## src/rtl/button_select_pkg.sv

```systemverilog
// Shared constants and helpers for the front-panel selection controller.
// Holds the default parameter values used by button_select_ctrl, the step
// direction enum, and the field-index width helper used to size the index
// ports (focus, update_field and the index part of the button code).
package button_select_pkg;

  localparam int N_FIELDS_DEFAULT = 4;
  localparam int VAL_W_DEFAULT    = 3;
  localparam int DEBOUNCE_DEFAULT = 480;

  // Field 0 lives in the LSBs: field0=4, field1=1, field2=2, field3=0.
  localparam logic [11:0] RESET_VALS_DEFAULT = {3'd0, 3'd2, 3'd1, 3'd4};

  typedef enum logic [1:0] {
    STEP_NONE,
    STEP_INC,
    STEP_DEC
  } step_dir_e;

  // Width of a field index; never narrower than one bit.
  function automatic int field_idx_width(input int n_fields);
    return (n_fields <= 2) ? 1 : $clog2(n_fields);
  endfunction

endpackage

```

## src/rtl/debounce_sync.sv

```systemverilog
// Two-flop synchroniser followed by a stability debouncer.
// A new synchronised value becomes the candidate and restarts the counter;
// once the candidate has been held for CYCLES cycles and differs from the
// accepted value, it is accepted and a one-cycle commit pulse is raised.
//
// Ports:
//   clk_48   in   system clock
//   reset_n  in   asynchronous active-low reset (clears every register)
//   raw_in   in   [W] raw asynchronous input
//   stable   out  [W] debounced, accepted value
//   commit   out  one-cycle pulse in the cycle stable takes a new value
module debounce_sync #(
  parameter int W      = 1,
  parameter int CYCLES = 480
) (
  input  logic         clk_48,
  input  logic         reset_n,
  input  logic [W-1:0] raw_in,
  output logic [W-1:0] stable,
  output logic         commit
);

  localparam int              CNT_W    = $clog2(CYCLES);
  localparam logic [CNT_W-1:0] CNT_LAST = CNT_W'(CYCLES - 1);

  logic [W-1:0]     sync_q1;
  logic [W-1:0]     sync_q2;
  logic [W-1:0]     candidate;
  logic [CNT_W-1:0] counter;

  // The counter parks at CNT_LAST so a held value commits exactly once;
  // only a change of the synchronised input restarts it.
  always_ff @(posedge clk_48 or negedge reset_n) begin
    if (!reset_n) begin
      sync_q1   <= '0;
      sync_q2   <= '0;
      candidate <= '0;
      stable    <= '0;
      counter   <= '0;
      commit    <= 1'b0;
    end else begin
      sync_q1 <= raw_in;
      sync_q2 <= sync_q1;
      commit  <= 1'b0;
      if (sync_q2 != candidate) begin
        candidate <= sync_q2;
        counter   <= '0;
      end else if (counter != CNT_LAST) begin
        counter <= counter + CNT_W'(1);
      end else if (candidate != stable) begin
        stable <= candidate;
        commit <= 1'b1;
      end
    end
  end

endmodule

```

## src/rtl/button_select_ctrl.sv

```systemverilog
// Front-panel selection controller. Turns debounced button codes and
// up/down step buttons into N_FIELDS selection values feeding the filter
// coefficient muxes, with an update strobe for coefficient reload.
//
// Ports:
//   clk_48        in   system clock
//   reset_n       in   asynchronous active-low reset
//   code_in       in   [CODE_W] raw button code {field index, value}
//   step_up       in   raw increment button, active-high
//   step_down     in   raw decrement button, active-high
//   field_vals    out  [N_FIELDS*VAL_W] field i at [i*VAL_W +: VAL_W]
//   focus         out  [IDX_W] field last written by a button code
//   update        out  one-cycle pulse when a field value changes
//   update_field  out  [IDX_W] changed field, valid while update is high
module button_select_ctrl
  import button_select_pkg::*;
#(
  parameter int                          N_FIELDS   = N_FIELDS_DEFAULT,
  parameter int                          VAL_W      = VAL_W_DEFAULT,
  parameter int                          DEBOUNCE   = DEBOUNCE_DEFAULT,
  parameter int                          WRAP       = 0,
  parameter logic [N_FIELDS*VAL_W-1:0]   RESET_VALS = RESET_VALS_DEFAULT,
  localparam int                         IDX_W      = field_idx_width(N_FIELDS),
  localparam int                         CODE_W     = IDX_W + VAL_W
) (
  input  logic                        clk_48,
  input  logic                        reset_n,
  input  logic [CODE_W-1:0]           code_in,
  input  logic                        step_up,
  input  logic                        step_down,
  output logic [N_FIELDS*VAL_W-1:0]   field_vals,
  output logic [IDX_W-1:0]            focus,
  output logic                        update,
  output logic [IDX_W-1:0]            update_field
);

  logic [CODE_W-1:0] code_stable;
  logic              code_commit;
  logic              up_stable;
  logic              up_commit;
  logic              dn_stable;
  logic              dn_commit;

  debounce_sync #(.W(CODE_W), .CYCLES(DEBOUNCE)) u_code_db (
    .clk_48  (clk_48),
    .reset_n (reset_n),
    .raw_in  (code_in),
    .stable  (code_stable),
    .commit  (code_commit)
  );

  debounce_sync #(.W(1), .CYCLES(DEBOUNCE)) u_up_db (
    .clk_48  (clk_48),
    .reset_n (reset_n),
    .raw_in  (step_up),
    .stable  (up_stable),
    .commit  (up_commit)
  );

  debounce_sync #(.W(1), .CYCLES(DEBOUNCE)) u_dn_db (
    .clk_48  (clk_48),
    .reset_n (reset_n),
    .raw_in  (step_down),
    .stable  (dn_stable),
    .commit  (dn_commit)
  );

  logic [IDX_W-1:0] code_idx;
  logic [VAL_W-1:0] code_val;
  logic             code_valid;
  logic [VAL_W-1:0] code_old;
  logic [VAL_W-1:0] focus_val;
  logic [VAL_W-1:0] step_val;
  step_dir_e        step_dir;

  assign code_idx  = code_stable[CODE_W-1:VAL_W];
  assign code_val  = code_stable[VAL_W-1:0];
  // Widened by one bit so the compare stays meaningful for any N_FIELDS.
  assign code_valid = ({1'b0, code_idx} < (IDX_W + 1)'(N_FIELDS));
  assign code_old  = field_vals[code_idx*VAL_W +: VAL_W];
  assign focus_val = field_vals[focus*VAL_W +: VAL_W];

  // A step only happens on a debounced rising edge; commits of both
  // buttons in the same cycle cancel each other.
  always_comb begin
    step_dir = STEP_NONE;
    if (up_commit && !dn_commit && up_stable) begin
      step_dir = STEP_INC;
    end else if (dn_commit && !up_commit && dn_stable) begin
      step_dir = STEP_DEC;
    end
  end

  // Saturating or wrapping step of the focused field.
  always_comb begin
    step_val = focus_val;
    case (step_dir)
      STEP_INC: begin
        if ((focus_val != '1) || (WRAP != 0)) begin
          step_val = focus_val + VAL_W'(1);
        end
      end
      STEP_DEC: begin
        if ((focus_val != '0) || (WRAP != 0)) begin
          step_val = focus_val - VAL_W'(1);
        end
      end
      default: ;
    endcase
  end

  // A code commit takes priority and discards any step in the same cycle.
  // update only fires on a real value change, so focus can move silently.
  always_ff @(posedge clk_48 or negedge reset_n) begin
    if (!reset_n) begin
      field_vals   <= RESET_VALS;
      focus        <= '0;
      update       <= 1'b0;
      update_field <= '0;
    end else begin
      update <= 1'b0;
      if (code_commit) begin
        if (code_valid) begin
          focus <= code_idx;
          if (code_old != code_val) begin
            field_vals[code_idx*VAL_W +: VAL_W] <= code_val;
            update                              <= 1'b1;
            update_field                        <= code_idx;
          end
        end
      end else if ((step_dir != STEP_NONE) && (step_val != focus_val)) begin
        field_vals[focus*VAL_W +: VAL_W] <= step_val;
        update                           <= 1'b1;
        update_field                     <= focus;
      end
    end
  end

endmodule

```

## config.mk

```make
export PLATFORM = sky130hd
export DESIGN_NAME = button_select_ctrl
export DESIGN_NICKNAME = d
export VERILOG_FILES = /design/src/rtl/button_select_pkg.sv /design/src/rtl/debounce_sync.sv /design/src/rtl/button_select_ctrl.sv
export SDC_FILE = /design/constraint.sdc
export NUM_CORES = 1
export LEC_CHECK = 0
export CORE_ASPECT_RATIO = 2
export CORE_UTILIZATION = 35
export CTS_BUF_LIST = sky130_fd_sc_hd__clkbuf_4 sky130_fd_sc_hd__clkbuf_8
export DETAILED_ROUTE_END_ITERATION = 7
export DONT_BUFFER_PORTS = 1
export PLACE_DENSITY = 0.47
export SYNTH_ARGS = -nofsm -noshare
export SYNTH_HDL_FRONTEND = slang
export SYNTH_SLANG_ARGS = --single-unit
```

## constraint.sdc

```tcl
create_clock -name clk_48 -period 3.19 [get_ports clk_48]
set_input_delay 0.1595 -clock clk_48 [delete_from_list [all_inputs] [get_ports clk_48]]
set_output_delay 0.1595 -clock clk_48 [all_outputs]
set_load 0.03 [all_outputs]
```

==> reports/results.ini, run 1 <==
[status]
status = finished clean

[worst_setup_path]
crit-reg2reg-launch = focus[0]
setup.reg_to_reg.worst_slack_ns = 0.15
worst_setup_path_end_kind = flop
critical_path_peak_fanout = 5
critPathCapture = field_vals[5]
startpoint = focus[0]
r2r.worst_path.cells = 8
start_kind = flop
timing.critical_path.arrival_ns = 3.29
rr_endpoint = field_vals[5]
worst_ep_required_time_ns = 3.44
critPathKind = flop to flop

[timing]
timing.clock.skew_ns = 0.0148
final.period_utilization_pct = 95.4
rsz0062_at_grt = no
report.final.setup_viol = 0
timing.final.crit_period_ns = 3.04
measured_slew_at_the_worst_slew_check_pin_ns = 0.727
relative_slew_slack_pct = 51.4
timing.fmax_ghz = 0.329
tns_ns = 0
hold_viol = 0
finalMaxSlewViolations = 0

[placement]
io_buffer_count = 0
placed_area_um2 = 4070
place_congestion = 0.843
detailedPlacementHpwl_um = 6750

[drt]
postRouteWirelength_um = 8940
routed-via-count = 2724
detail_route.iter0.violations = 88
routed_via_density = 5.20
post-route-drc-count = 0
firstDrtPassIters = 4
avgRoutedWirePerCell_um = 17.1
ant_nets = 0

[clock_tree]
ctsLongestPathBuffers = 2
worstSkewPairLatency_ns = 0.37
cts_setup_buffers = 0
cts_tree = done
cts_buffers = 9
cts_root_buf = clkbuf_8
htree_levels = 3
clkSlewWorstSetupHoldPaths_ns = 0.09
tritoncts_num_sinks = 75

[finish]
finish.instance_area_um2 = 4360
drive_gt1_share_pct = 18.3
diodes = 0
area_growth_pct = 13.7
total_nets_final = 406

[die]
rows = 53
dieWidth_um = 76.0
initial_core_util_pct = 36.1
design.portCount = 26
die_height_um = 150
die-area_um2 = 11400
coreArea_um2 = 10600

[global_routing]
grt.total_usage_pct = 17.3
via_count_of_the_first_global_routing_pass = 2863
wire_length_of_the_first_global_routing_pass_um = 14400
grt_overflow_total = 0
grt_antenna_before_repair = 0
grt_max_degree = 76

[power]
cellPowerDensity_nw_per_um2 = 400
power.ir.vdd_worst_uv = 283
cellLeakagePower_nw = 1.90

[flow_run]
drv_cap = 0

[logic_synthesis]
ys_seq_area_share_pct = 49.0
number_of_instances_in_the_synthesized_netlist = 361
yosys.cell_types.count = 45
postSynthRegisterBits = 75
synthArstFlopShare_pct = 100
synth.yosys.warnings = 0
synth.net_count = 385
synth-edff-count = 0
primary_flip_flop_cell_chosen_by_synthesis_mapping = dfrtp_1
syn-cell-area_um2 = 3830
post_syn_area_per_cell_um2 = 10.6

[hold_path]
min-delay-path-class = primary input to async pin

[metal layers]
layer / vias up / global-route usage [%] / part of all wire, %
met3: 35 / 3.54 / 2.4
li1: 1301 / - / -
met1: 1336 / 14.9 / 34
met4: 0 / 13.9 / 6.7
met2: 52 / 33.5 / 56
met5: - / 0 / 0
[registers in the layout, summed over array words and instances (netlist names), 2 cells and up]
name and flops:
field_vals 12, focus 2, u_code_db.candidate 5, u_code_db.counter 9, u_code_db.stable 5, u_code_db.sync_q1 5
u_code_db.sync_q2 5, u_dn_db.counter 9, u_up_db.counter 9, update_field 2
[area by class of cell]
class,instances,area (um2)
fillers,1047,6250
clock buffers,9,124
well taps,137,171
flip-flops and latches,75,1880
inverters,19,71.3
clock inverters,7,52.6
repair buffers,28,250
multi-input cells,249,1810
[report_power, final]
group / internal [mW] / switching, mW / total (mW)
Combinational: 0.0302 / 0.0454 / 0.0756
Sequential: 0.976 / 0.0222 / 0.998
Clock: 0.285 / 0.385 / 0.670
Total: 1.29 / 0.452 / 1.74
[how the worst min path moves through the flow]
stage,endpoint,start,slack [ns],cells after the start
after floorplan,field_vals[0],reset_n,-0.14,0
after CTS,u_up_db.sync_q1,step_up,0.32,1
after global routing,u_dn_db.sync_q1,step_down,0.32,1
after global placement,u_up_db.counter[0],reset_n,-0.13,0
final,u_up_db.sync_q1,reset_n,0.32,2
after detailed placement,u_up_db.counter[0],reset_n,-0.13,0
[cells in the final DEF, fill, tap and decap left out, types with 9 or more instances in the layout]
cell type | Yosys | final
a21oi_1 | 18 | 17
buf_4 | 0 | 19
clkbuf_8 | 0 | 9
dfrtp_1 | 72 | 71
ha_1 | 15 | 15
inv_1 | 19 | 19
mux2_2 | 11 | 11
nand2_1 | 24 | 24
nand3_1 | 10 | 10
nor2_1 | 42 | 42
nor3_1 | 11 | 11
o21ai_0 | 21 | 21
xnor2_1 | 16 | 16
xor2_1 | 16 | 16
[per-stage QoR]
stage          instances  hold WS (ns)  utilization (%)  setup WS [ns]  total power, mW
2_1_floorplan        361        -0.136                -         0.0256             1.05
3_3_place_gp         499        -0.134             38.3          0.185             1.06
3_5_place_dp         499        -0.134             38.3          0.119             1.06
4_1_cts              524         0.325             41.0          0.109             1.78
5_1_grt              524         0.322             41.1         0.0113             1.83
6_report             524         0.319             41.1          0.147             1.74
[cell families after synthesis]
logic type,share of synthesized area [%]
and+or+nand+nor,14.7
DFF,49.0
AOI/OAI and AO/OA,11.1
buffers and inverters,4.21
xor gates and xnor gates,7.31
muxes,8.81
adders and majority gates,4.89
[critical path, cell delays in order, from the launching register on]
cell	delay, ns
dfrtp_2	0.42
mux4_1	0.58
inv_1	0.11
ha_1	0.27
or3_1	0.41
a31o_1	0.28
a32oi_4	0.29
a21oi_1	0.20
mux2_1	0.36
[synth_stat cells, types with 2 or more instances]
cell type  number  area [um2]
nand2b_1        2        12.5
clkbuf_1       15        56.3
nand3_1        10        50.1
a221o_1         2        20.0
nand4_1         5        31.3
mux4_1          2        52.6
mux2_4          2        30.0
mux4_2          4        90.1
a21oi_1        18        90.1
mux2_2         11         124
dfstp_2         3        78.8
a32o_1          2        20.0
nand2_1        24        90.1
nor3_1         11        55.1
inv_1          19        71.3
nand3b_1        3        22.5
o22a_2          5        50.1
a31oi_1         2        12.5
and3_1          4        25.0
a22oi_2         2        25.0
ha_1           15         188
nand4b_1        7        61.3
nor2_1         42         158
mux2i_1         3        30.0
or3_1           5        31.3
dfrtp_1        72        1800
o21ai_0        21         105
xor2_1         16         140
xnor2_1        16         140
buf_6           3        33.8
[timing repair]
action,CTS,global route
endpoints found under the setup margin,0,13
hold endpoints to repair,82,0
resized for setup,0,4
hold buffers,9,0
(Power assumes the default switching activity.)
==> run 2, diff against run 1 <==
==> constraint.sdc (replaced) <==
create_clock -name clk_48 -period 3.19 [get_ports clk_48]
set_input_delay 0.7975 -clock clk_48 [delete_from_list [all_inputs] [get_ports clk_48]]
set_output_delay 0.7975 -clock clk_48 [all_outputs]
set_load 0.03 [all_outputs]
==> run 2 against run 1 <==
Flip-flop and latch count unchanged. Sequential power about the same. First-iteration DRC count decreased by 13%. Total power decreased by 1.7%. Sequential share of layout area increased by 1.1 points. Clock power about the same. Final area decreased by 2.5%. Wire length decreased by 0.96%. Critical path type unchanged. Critical endpoint unchanged.
==> reports/results.ini, run 2 (synthesized netlist as in run 1, its figures left out) <==
[finish]
fill_cells = 1057  ; +0.96%
layout_commonest_cell = dfrtp_1
area_growth_pct = 10.9
finish.instance_area_um2 = 4250  ; -2.5%
final_cells = 515  ; -1.7%
postLayoutCoreUtil_pct = 40.1  ; -1.0 points
total_nets_final = 397  ; -2.2%
diodes = 0  ; unchanged
largest_register = field_vals
number_of_flip_flops_in_the_largest_register = 12  ; unchanged
multiInputGateArea_um2 = 1810  ; unchanged
layout_common_cells = dfrtp_1, nor2_1, nand2_1
drive_gt1_share_pct = 18.5  ; +0.17 points
seq_area_um2 = 1880  ; unchanged

[timing]
final.period_utilization_pct = 95.2  ; -0.19 points
timing.final.crit_period_ns = 3.04  ; -0.00608 ns
hold_viol = 0  ; unchanged
timing.fmax_ghz = 0.329  ; +0.20%
report.final.setup_viol = 0  ; unchanged
timing.final.ws_setup_ns = 0.154  ; +0.00608 ns
relative_slew_slack_pct = 51.4  ; unchanged
hold-worst-slack_ns = 0.107  ; -0.212 ns
finalMaxSlewViolations = 0  ; unchanged
timing.clock.skew_ns = 0.0150  ; +0.000141 ns
rsz0062_at_grt = no
tns_ns = 0  ; unchanged
measured_slew_at_the_worst_slew_check_pin_ns = 0.727  ; +0.000000417 ns

[global_routing]
grt_overflow_total = 0  ; unchanged
grt_max_degree = 76  ; unchanged
grt.total_usage_pct = 17.1  ; -0.13 points
wire_length_of_the_first_global_routing_pass_um = 14300  ; -0.91%
grt_antenna_before_repair = 0  ; unchanged
via_count_of_the_first_global_routing_pass = 2825  ; -1.3%

[placement]
place_congestion = 0.843  ; unchanged
detailedPlacementHpwl_um = 6750  ; unchanged
numPlacedInstances = 499  ; unchanged
detailedPlace.worstSlack_ns = 0.119  ; unchanged
io_buffer_count = 0  ; unchanged
placed_area_um2 = 4070  ; unchanged

[die]
rows = 53  ; unchanged
coreArea_um2 = 10600  ; unchanged
die-area_um2 = 11400  ; unchanged
design.portCount = 26  ; unchanged
initial_core_util_pct = 36.1  ; unchanged
die_height_um = 150  ; unchanged
dieWidth_um = 76.0  ; unchanged

[drt]
post-route-drc-count = 0  ; unchanged
routed-via-count = 2677  ; -1.7%
postRouteWirelength_um = 8850  ; -0.96%
routed_via_density = 5.20  ; about the same
avgRoutedWirePerCell_um = 17.2  ; +0.77%
detail_route.iter0.violations = 77  ; -13%
ant_nets = 0  ; unchanged
firstDrtPassIters = 4  ; unchanged

[flow_run]
drv_cap = 0  ; unchanged

[clock_tree]
worstSkewPairLatency_ns = 0.37  ; about the same
cts_setup_buffers = 0  ; unchanged
cts_root_buf = clkbuf_8
cts_buffers = 9  ; unchanged
tritoncts_num_sinks = 75  ; unchanged
ctsLongestPathBuffers = 2  ; unchanged
cts_tree = done
clkSlewWorstSetupHoldPaths_ns = 0.09  ; about the same
htree_levels = 3  ; unchanged

[worst_setup_path]
timing.critical_path.arrival_ns = 3.28  ; about the same
critPathKind = flop to flop
worst_setup_path_end_kind = flop
critical_path_peak_fanout = 5  ; unchanged
worst_ep_required_time_ns = 3.44  ; about the same
start_kind = flop

[status]
status = finished clean

[power]
totalPowerFinal_mw = 1.71  ; -1.7%
cellPowerDensity_nw_per_um2 = 403  ; +0.81%
cellLeakagePower_nw = 1.85  ; -2.4%
power.ir.vdd_worst_uv = 282  ; -0.24%

[hold_path]
min-delay-path-class = primary input to async pin

[run 2: cell types whose count changed in the layout (fill, tap and decap cells not counted)]
cell / before / now
dlygate4sd3_1: 8 / 0
buf_16: 1 / 0
[run 2: cell type report]
cell class | instances | area share, %
Clock buffer | 9 | 2.91
Clock inverter | 7 | 1.24
Inverter | 19 | 1.68
Multi-Input combinational cell | 249 | 42.5
Sequential cell | 75 | 44.3
Tap cell | 137 | 4.03
Timing Repair Buffer | 19 | 3.35
[run 2: routing by layer]
metal / share of wire, % / GRT usage [%]
met4: 6.5 / 13.9
met3: 2.7 / 3.66
met5: 0 / 0
met2: 57 / 33.2
met1: 34 / 14.7
[run 2: repair_timing]
item,4_1_cts,5_1_grt
gates resized for setup,0,4
endpoints found under the setup margin,0,13
hold buffers,0,0
[run 2: worst paths after layout]
path	startpoint	endpoint	slack (ns)	cells past startpoint
max in group asynchronous	reset_n	field_vals[2]	2.85	0
hold / removal	reset_n	u_dn_db.candidate	0.11	0
setup reg to reg	focus[0]	field_vals[5]	0.15	8
hold reg to reg	u_dn_db.sync_q1	u_dn_db.sync_q2	0.35	0
setup / recovery	focus[0]	field_vals[5]	0.15	8
min in group clk_48	u_dn_db.sync_q1	u_dn_db.sync_q2	0.35	0
[run 2: worst max-delay path, stage by stage (launching register included)]
cell	delay, ns
dfrtp_2	0.42
mux4_1	0.58
inv_1	0.11
ha_1	0.27
or3_1	0.41
a31o_1	0.28
a32oi_4	0.29
a21oi_1	0.19
mux2_1	0.36
[run 2: power by group]
group          switching (mW)  internal (mW)
logic                  0.0257         0.0202
registers              0.0222          0.976
clock network           0.385          0.285
